`config.mk`:
```
export PLATFORM = sky130hd
export DESIGN_NAME = mmio_router
export DESIGN_NICKNAME = d
export VERILOG_FILES = /design/src/rtl/mmio_router_pkg.sv /design/src/rtl/mmio_addr_decode.sv /design/src/rtl/mmio_router.sv
export SDC_FILE = /design/constraint.sdc
export NUM_CORES = 1
export LEC_CHECK = 0
export CORE_AREA = 5 5 320 322
export DETAILED_ROUTE_END_ITERATION = 10
export DIE_AREA = 0 0 325 327
export DONT_BUFFER_PORTS = 1
export MAX_ROUTING_LAYER = met4
export PLACE_DENSITY = 0.31
export REMOVE_ABC_BUFFERS = 1
export SLEW_MARGIN = 20
export SYNTH_ARGS = -nofsm -noshare
export SYNTH_HDL_FRONTEND = slang
export SYNTH_HIERARCHICAL = 1
export SYNTH_SLANG_ARGS = --single-unit
```
`constraint.sdc`:
```
create_clock -name clk -period 1.9 [get_ports clk]
set_input_delay 0.38 -clock clk [delete_from_list [all_inputs] [get_ports clk]]
set_output_delay 0.38 -clock clk [all_outputs]
set_load 0.03 [all_outputs]
```
`src/rtl/mmio_router_pkg.sv`:
```
// Shared types and constants for the MMIO router: FSM states, default
// address regions and channel indices.
package mmio_router_pkg;

    typedef enum logic [1:0] {
        S_IDLE = 2'd0,
        S_BUSY = 2'd1,
        S_RESP = 2'd2
    } state_t;

    // Channel index width covers the maximum of 8 channels.
    localparam int CH_IDX_W = 3;

    localparam logic [63:0] CLINT_START   = 64'h0000_0000_0200_0000;
    localparam logic [63:0] CLINT_END     = 64'h0000_0000_0200_FFFF;
    localparam logic [63:0] UART_START    = 64'h0000_0000_1000_0000;
    localparam logic [63:0] UART_END      = 64'h0000_0000_1000_0FFF;
    localparam logic [63:0] SPICTRL_START = 64'h0000_0000_1000_1000;
    localparam logic [63:0] SPICTRL_END   = 64'h0000_0000_1000_1FFF;
    localparam logic [63:0] SPI_START     = 64'h0000_0000_3000_0000;
    localparam logic [63:0] SPI_END       = 64'h0000_0000_3FFF_FFFF;

    localparam int CH_DCACHE  = 0;
    localparam int CH_UNCACHE = 1;
    localparam int CH_CLINT   = 2;

endpackage

```
`src/rtl/mmio_addr_decode.sv`:
```
// Region table lookup: lowest-index matching channel wins, otherwise the
// default channel. Produces both a one-hot select and the binary index.
module mmio_addr_decode
    import mmio_router_pkg::*;
#(
    parameter int                NCH          = 3,
    parameter logic [NCH*64-1:0] REGION_BASE  = '0,
    parameter logic [NCH*64-1:0] REGION_LIMIT = '0,
    parameter int                DEF_CH       = 0
) (
    input  logic [63:0]         i_addr,
    output logic [NCH-1:0]      o_sel_oh,
    output logic [CH_IDX_W-1:0] o_sel_idx
);

    logic [NCH-1:0] w_hit;

    genvar gi;
    generate
        for (gi = 0; gi < NCH; gi++) begin : g_hit
            // An empty region (limit < base) can never satisfy both bounds.
            assign w_hit[gi] = (i_addr >= REGION_BASE[gi*64 +: 64]) &&
                               (i_addr <= REGION_LIMIT[gi*64 +: 64]);
        end
    endgenerate

    // Scan from the top so the lowest matching index is the last to write.
    always_comb begin
        o_sel_idx = CH_IDX_W'(DEF_CH);
        for (int i = NCH - 1; i >= 0; i--) begin
            if (w_hit[i]) o_sel_idx = CH_IDX_W'(i);
        end
    end

    always_comb begin
        o_sel_oh = '0;
        for (int i = 0; i < NCH; i++) begin
            o_sel_oh[i] = (o_sel_idx == CH_IDX_W'(i));
        end
    end

endmodule

```
`src/rtl/mmio_router.sv`:
```
// Routes one core load/store at a time to one of NCH memory channels by
// address region. Optional hang timeout via MMIO_ROUTER_TIMEOUT_EN.
module mmio_router
    import mmio_router_pkg::*;
#(
    parameter int                NCH          = 3,
    parameter logic [NCH*64-1:0] REGION_BASE  = {CLINT_START, UART_START, 64'd0},
    parameter logic [NCH*64-1:0] REGION_LIMIT = {CLINT_END, SPI_END, 64'd0},
    parameter int                DEF_CH       = 0,
    parameter int                TIMEOUT_CYC  = 1024
) (
    input  logic              clk,
    input  logic              rst,
    input  logic [63:0]       core_addr,
    input  logic [63:0]       core_data,
    input  logic [7:0]        core_mask,
    input  logic              core_we,
    input  logic              core_re,
    input  logic              fence_in,
    output logic [63:0]       in_core_data,
    output logic              in_core_finish,
    output logic              in_core_err,
    output logic [NCH-1:0]    mmio_sign,
    output logic [NCH*64-1:0] ch_addr,
    output logic [NCH*64-1:0] ch_data,
    output logic [NCH*8-1:0]  ch_mask,
    output logic [NCH-1:0]    ch_we,
    output logic [NCH-1:0]    ch_re,
    output logic              ch_fence,
    input  logic [NCH*64-1:0] in_ch_data,
    input  logic [NCH-1:0]    in_ch_finish
);

    state_t r_state;
    state_t w_state_nxt;

    logic [63:0]         r_addr;
    logic [63:0]         r_data;
    logic [7:0]          r_mask;
    logic                r_we;
    logic                r_re;
    logic [NCH-1:0]      r_sign;
    logic [CH_IDX_W-1:0] r_sel_idx;
    logic [63:0]         r_rdata;

    logic [NCH-1:0]      w_dec_oh;
    logic [CH_IDX_W-1:0] w_dec_idx;
    logic                w_req;
    logic                w_fin;
    logic                w_timeout;
    logic [63:0]         w_sel_rdata;

    mmio_addr_decode #(
        .NCH          (NCH),
        .REGION_BASE  (REGION_BASE),
        .REGION_LIMIT (REGION_LIMIT),
        .DEF_CH       (DEF_CH)
    ) u_dec (
        .i_addr    (core_addr),
        .o_sel_oh  (w_dec_oh),
        .o_sel_idx (w_dec_idx)
    );

    assign w_req = core_we | core_re;
    // Finish pulses from channels other than the latched one are masked off.
    assign w_fin = |(in_ch_finish & r_sign);

    always_comb begin
        w_sel_rdata = '0;
        for (int i = 0; i < NCH; i++) begin
            if (r_sel_idx == CH_IDX_W'(i)) w_sel_rdata = in_ch_data[i*64 +: 64];
        end
    end

`ifdef MMIO_ROUTER_TIMEOUT_EN
    logic [31:0] r_cnt;
    logic        r_err;

    assign w_timeout   = (r_cnt == 32'(TIMEOUT_CYC));
    assign in_core_err = r_err;

    always_ff @(posedge clk) begin
        if (rst) begin
            r_cnt <= '0;
            r_err <= 1'b0;
        end else if (r_state == S_IDLE) begin
            r_cnt <= '0;
        end else if (r_state == S_BUSY) begin
            r_cnt <= r_cnt + 32'd1;
            // A finish in the timeout cycle takes precedence.
            if (w_fin)          r_err <= 1'b0;
            else if (w_timeout) r_err <= 1'b1;
        end
    end
`else
    assign w_timeout   = 1'b0;
    assign in_core_err = 1'b0;
`endif

    always_ff @(posedge clk) begin
        if (rst) r_state <= S_IDLE;
        else     r_state <= w_state_nxt;
    end

    always_comb begin
        w_state_nxt = r_state;
        case (r_state)
            S_IDLE: if (w_req) w_state_nxt = S_BUSY;
            S_BUSY: if (w_fin || w_timeout) w_state_nxt = S_RESP;
            S_RESP: w_state_nxt = S_IDLE;
            default: w_state_nxt = S_IDLE;
        endcase
    end

    always_ff @(posedge clk) begin
        if (rst) begin
            r_addr    <= '0;
            r_data    <= '0;
            r_mask    <= '0;
            r_we      <= 1'b0;
            r_re      <= 1'b0;
            r_sign    <= '0;
            r_sel_idx <= '0;
            r_rdata   <= '0;
        end else begin
            if (r_state == S_IDLE && w_req) begin
                r_addr    <= core_addr;
                r_data    <= core_data;
                r_mask    <= core_mask;
                r_we      <= core_we;
                // A combined we+re request is a write.
                r_re      <= core_re & ~core_we;
                r_sign    <= w_dec_oh;
                r_sel_idx <= w_dec_idx;
            end
            if (r_state == S_BUSY) begin
                if (w_fin)          r_rdata <= r_we ? 64'd0 : w_sel_rdata;
                else if (w_timeout) r_rdata <= '1;
            end
        end
    end

    always_comb begin
        ch_addr = '0;
        ch_data = '0;
        ch_mask = '0;
        ch_we   = '0;
        ch_re   = '0;
        if (r_state == S_BUSY) begin
            for (int i = 0; i < NCH; i++) begin
                if (r_sign[i]) begin
                    ch_addr[i*64 +: 64] = r_addr;
                    ch_data[i*64 +: 64] = r_data;
                    ch_mask[i*8 +: 8]   = r_mask;
                    ch_we[i]            = r_we;
                    ch_re[i]            = r_re;
                end
            end
        end
    end

    // Fences only pass while no transaction is in flight.
    assign ch_fence       = (r_state == S_IDLE) ? fence_in : 1'b0;
    assign in_core_finish = (r_state == S_RESP);
    assign in_core_data   = r_rdata;
    assign mmio_sign      = r_sign;

endmodule

```
[Yosys cells after proc, flatten, opt, wreduce, memory -nomap -nowiden]
Index checks and enable logic that the tools add are counted.
Widths: inputs -> output; s select.
Cells by class
  order comparisons: 6
  equal/unequal tests: 8
  mux-type cells: 31
  bitwise logic cells: 4
  reduce and logical (&&, ||, !) cells: 10
Operator list (count)
  $mux 64: 10
  $mux 192: 2
  $ge 64x1->1 const B: 1
  $ge 64x26->1 const B: 1
  $ge 64x29->1 const B: 1
  $le 64x1->1 const B: 1
  $le 64x26->1 const B: 1
  $le 64x30->1 const B: 1
  $mux 24: 1
  $mux 8: 3
  $mux 2: 5
  $mux 1: 7
  $logic_not 3->1: 2
  $mux 3: 2
  $eq 2x1->1 const B: 2
  $eq 2x2->1 const B: 2
  $logic_and 1x1->1: 4
  $ne 2x2->1 const B: 2
  $pmux 2 s2: 1
  $reduce_and 2->1: 2
  $and 3x3->3: 1
  $eq 3x1->1 const B: 1
  $eq 3x2->1 const B: 1
  $reduce_or 3->1: 1
  other kinds (4): 4
Storage, ports and cells
  register bits after elaboration: 210
  bits of input ports: 336
  output and inout port bits: 484
  word-level logic and storage cells: 68

[Logic depth before layout (Yosys ltp)]
  depth in word-level cells: 6
  depth in mapped cells: 6
  mapped depth without buffers: 5

[By module]
The synthesis kept the hierarchy.
Modules (own cells, without submodules)
  mmio_router: instances 1, cells each 1612, area each 12184.2 sq um, sequential area each 4204.0 sq um
  mmio_addr_decode: instances 1, cells each 24, area each 176.4 sq um, sequential area each 0.0 sq um

[Worst setup path after synthesis]
Ideal clock, no wire load.
  kind: register -> output
  start: register r_state[0]
  end: output port ch_addr[0]
  arrival: 1.472 ns
  required time: 1.520 ns
  path slack: 0.048 ns
  stages on the path, launching flop included: 6
  buffers on the path: 3
  path through: dfxtp_1 -> nor2b_1 -> buf_2 -> clkbuf_1 -> clkbuf_1 -> and3_1
On the way
  cells in the longest elaborated chain, start to end: 2
RTL lines
  start: declaration: RTL line mmio_router.sv:34  | state_t r_state;
  start signal: assignment: RTL line mmio_router.sv:102  | else r_state <= w_state_nxt;
  $eq 2x1->1: RTL line mmio_router.sv:149  | if (r_state == S_BUSY) begin
  $mux 192: RTL line mmio_router.sv:149
  end: declaration: RTL line mmio_router.sv:24  | output logic [NCH*64-1:0] ch_addr,
No other way between the ends.

[Worst setup path in the final report]
  start: register r_state[0]
  end: output port ch_data[98]
On the way
  cells in the longest elaborated chain, start to end: 2
RTL lines
  $eq 2x1->1: RTL line mmio_router.sv:149
  $mux 192: RTL line mmio_router.sv:149
  end: declaration: RTL line mmio_router.sv:25  | output logic [NCH*64-1:0] ch_data,
No other way between the ends.

==> flow_metrics.env <==
export IMPL_status="finished with violations"
export IMPL_violations="setup timing"
export IMPL_synthArstFlopShare_pct=0
export IMPL_synth_main_ff_cell="dfxtp_1"
export IMPL_grt_use_total_pct=14.7
export IMPL_cpLargestDelayFamily="buffers and inverters"
export IMPL_drive_gt1_share_pct=27.5
export IMPL_num_vias=15300
export IMPL_crit_buf_inv=4
export IMPL_crit_chain="nor2b_4 > buf_6 > buf_16 > buf_16 > and3_1 > buf_6"
export IMPL_clock_skew_ps=33.9
export IMPL_rr_startpoint="r_sel_idx[1]"
export IMPL_antenna_found_initial=18
export IMPL_comb_power_share_pct=20.1
export IMPL_slew_violations=0
export IMPL_placedCellCount=3191
export IMPL_stdcell_area_mm2=0.0224
export IMPL_area_growth_pct=80.9
export IMPL_stdcell_count=3510
export IMPL_syn_inst=1636
export IMPL_die_h_um=327
export IMPL_yosysUniqueCellTypes=33
export IMPL_switching_power_uw=4290
export IMPL_grt_overflow_total=0
export IMPL_ys_seq_area_share_pct=34.0
export IMPL_placed_area_mm2=0.0174
export IMPL_synth_area_mm2=0.0124
export IMPL_cap_violations=0
export IMPL_grt_pass1_wl_um=114000
export IMPL_worstSetupEndpointType="primary output"
export IMPL_via_per_inst=4.36
export IMPL_arrival_ps=2010
export IMPL_synth_area_per_cell_um2=7.56
export IMPL_root_buffer="clkbuf_16"
export IMPL_hp_class="input pin to flop"
export IMPL_grt_start_max_net_pins=212
export IMPL_yosysWarningCount=6
export IMPL_layout_commonest_cell="and3_1"
export IMPL_totalWireLength_um=83700
export IMPL_whs_ps=8.40
export IMPL_cts_tree="built"
export IMPL_start_util_pct=12.5
export IMPL_gp_congestion=0.822
export IMPL_worst_setup_path_type="flop to primary output"
export IMPL_die_area_mm2=0.106
export IMPL_cts_htree_levels=1
export IMPL_layout_nets=2513
export IMPL_clkTransAtPathRegs_ps=60
export IMPL_p_seq_share_pct=38.1
export IMPL_worstHoldStart="core_mask[0]"
export IMPL_layout_common_cells="382 x and3_1, 256 x buf_6, 226 x dlygate4sd3_1, 212 x o21ai_0, 203 x dfxtp_1"
export IMPL_synth_seq_cells=210
export IMPL_max_freq_mhz=419
export IMPL_worstMarginPinSlew_ps=594
export IMPL_rsz0062_at_grt="yes"
export IMPL_synth_edf_count=0
export IMPL_drtPass1Iterations=7
export IMPL_p_clk_share_pct=41.9
export IMPL_switching_share_pct=32.1
export IMPL_setup_viol=417
export IMPL_cpMaxStageDelayCell="dfxtp_2"
export IMPL_io_pins=820
export IMPL_powerDensity_mw_per_mm2=597
export IMPL_critPathRequiredTime_ps=1520
export IMPL_n_fill_cell=10900
export IMPL_critPathLaunchType="flop"
export IMPL_cts_sinks=210
export IMPL_power_uw=13300
export IMPL_core_mm2=0.0993
export IMPL_grt_pass1_vias=15400
export IMPL_drc=0
export IMPL_finalHoldViolCount=0
export IMPL_irDropWorstVdd_mv=0.651
export IMPL_p_leak_uw=0.0101
export IMPL_finalCritPeriodShare_pct=126
export IMPL_clockBufferDepth=3
export IMPL_cts_buffers=31
export IMPL_drt_iter0_drc=946
export IMPL_io_buffer_count=0
export IMPL_fin_util_pct=22.5
export IMPL_crit_path_max_fanout=37
export IMPL_dp_final_hpwl_um=57200
export IMPL_worst_slack_ps=-488
export IMPL_startpoint="r_state[0]"
export IMPL_wl_per_cell_um=23.8
export IMPL_worstSkewPairLatency_ps=600
export IMPL_max_stage_delay_ps=320
export IMPL_detail_route_antenna_nets=0
export IMPL_post_route_min_period_ps=2390
export IMPL_relSlewSlack_pct=60.4
export IMPL_rows=116
export IMPL_p_int_uw=9060
export IMPL_die_x_um=325
metal layers:
metal / wire [um] / up-vias / global-route usage, % / part of all wire (%)
li1: - / 7061 / - / -
met1: 32900 / 7455 / 16.3 / 39
met2: 43200 / 677 / 26.5 / 52
met3: 5010 / 115 / 2.90 / 6.0
met4: 2510 / 0 / 4.73 / 3.0
met5: 0 / - / - / 0
cell families after synthesis:
group,after synthesis,share of synthesized area (%)
DFF,210,34.0
other,2,0.0608
and+or+nand+nor,654,31.8
buffers and inverters,222,7.30
muxes,64,5.18
AOI/OAI and AO/OA,484,21.7
synthesized netlist by cell type (all sizes together) (11+ instances only):
cell type  instances  area, um^2
buf               32         189
dfxtp            210        4200
and3             414        2590
a21oi            144         721
clkbuf           189         709
o21ai            272        1360
a2bb2oi           64         561
mux2i             64         641
nand3            142         711
nor2b             67         419
nor4              11        93.8
layout make-up:
cell class | instances | area, um^2 | share of cell area (%)
clock inverter | 15 | 121 | 0.543
timing repair buffer | 729 | 8060 | 36.0
antenna | 12 | 30.0 | 0.134
multi-input combinational | 1204 | 7460 | 33.4
sequential | 210 | 4220 | 18.9
inverter | 1 | 3.75 | 0.0168
tap | 1298 | 1620 | 7.26
clock buffer | 41 | 843 | 3.77
flip-flops by register name (all words and copies together) (netlist names):
register,cells
in_core_data,64
mmio_sign,3
r_addr,64
r_data,64
r_mask,8
r_re,1
r_sel_idx,3
r_state,2
r_we,1
stage by stage:
stage | worst slack (ps) | TNS [ps]
6_report | -488 | -168580
5_1_grt | -590 | -217240
4_1_cts | -524 | -195910
3_5_place_dp | -570 | -2050
3_3_place_gp | -645 | -1690
2_1_floorplan | -8670 | -4350270
final timing paths:
kind | endpoint | slack (ps) | cells after the start
worst max-delay path | ch_data[98] | -490 | 6
worst min-delay path | r_mask[0] | 8 | 2
worst max register to register | in_core_data[11] | 120 | 5
worst min register to register | r_sel_idx[2] | 480 | 2
power groups by stage:
stage	registers [uW]	clock network (uW)	logic (uW)
final	5080	5590	2680
after floorplan	4990	0	959
after CTS	5070	5910	2550
after detailed placement	5170	0	1860
after global routing	5100	6020	2900
after global placement	5150	0	1820
repair_timing:
item                       4_1_cts  5_1_grt
setup endpoints to repair      419      418
gates resized for setup        245       74
hold buffers                   203       24
hold endpoints to repair       206       83
setup buffers                   10        0
gates cloned                    10        5
(Power assumes the default switching activity.)
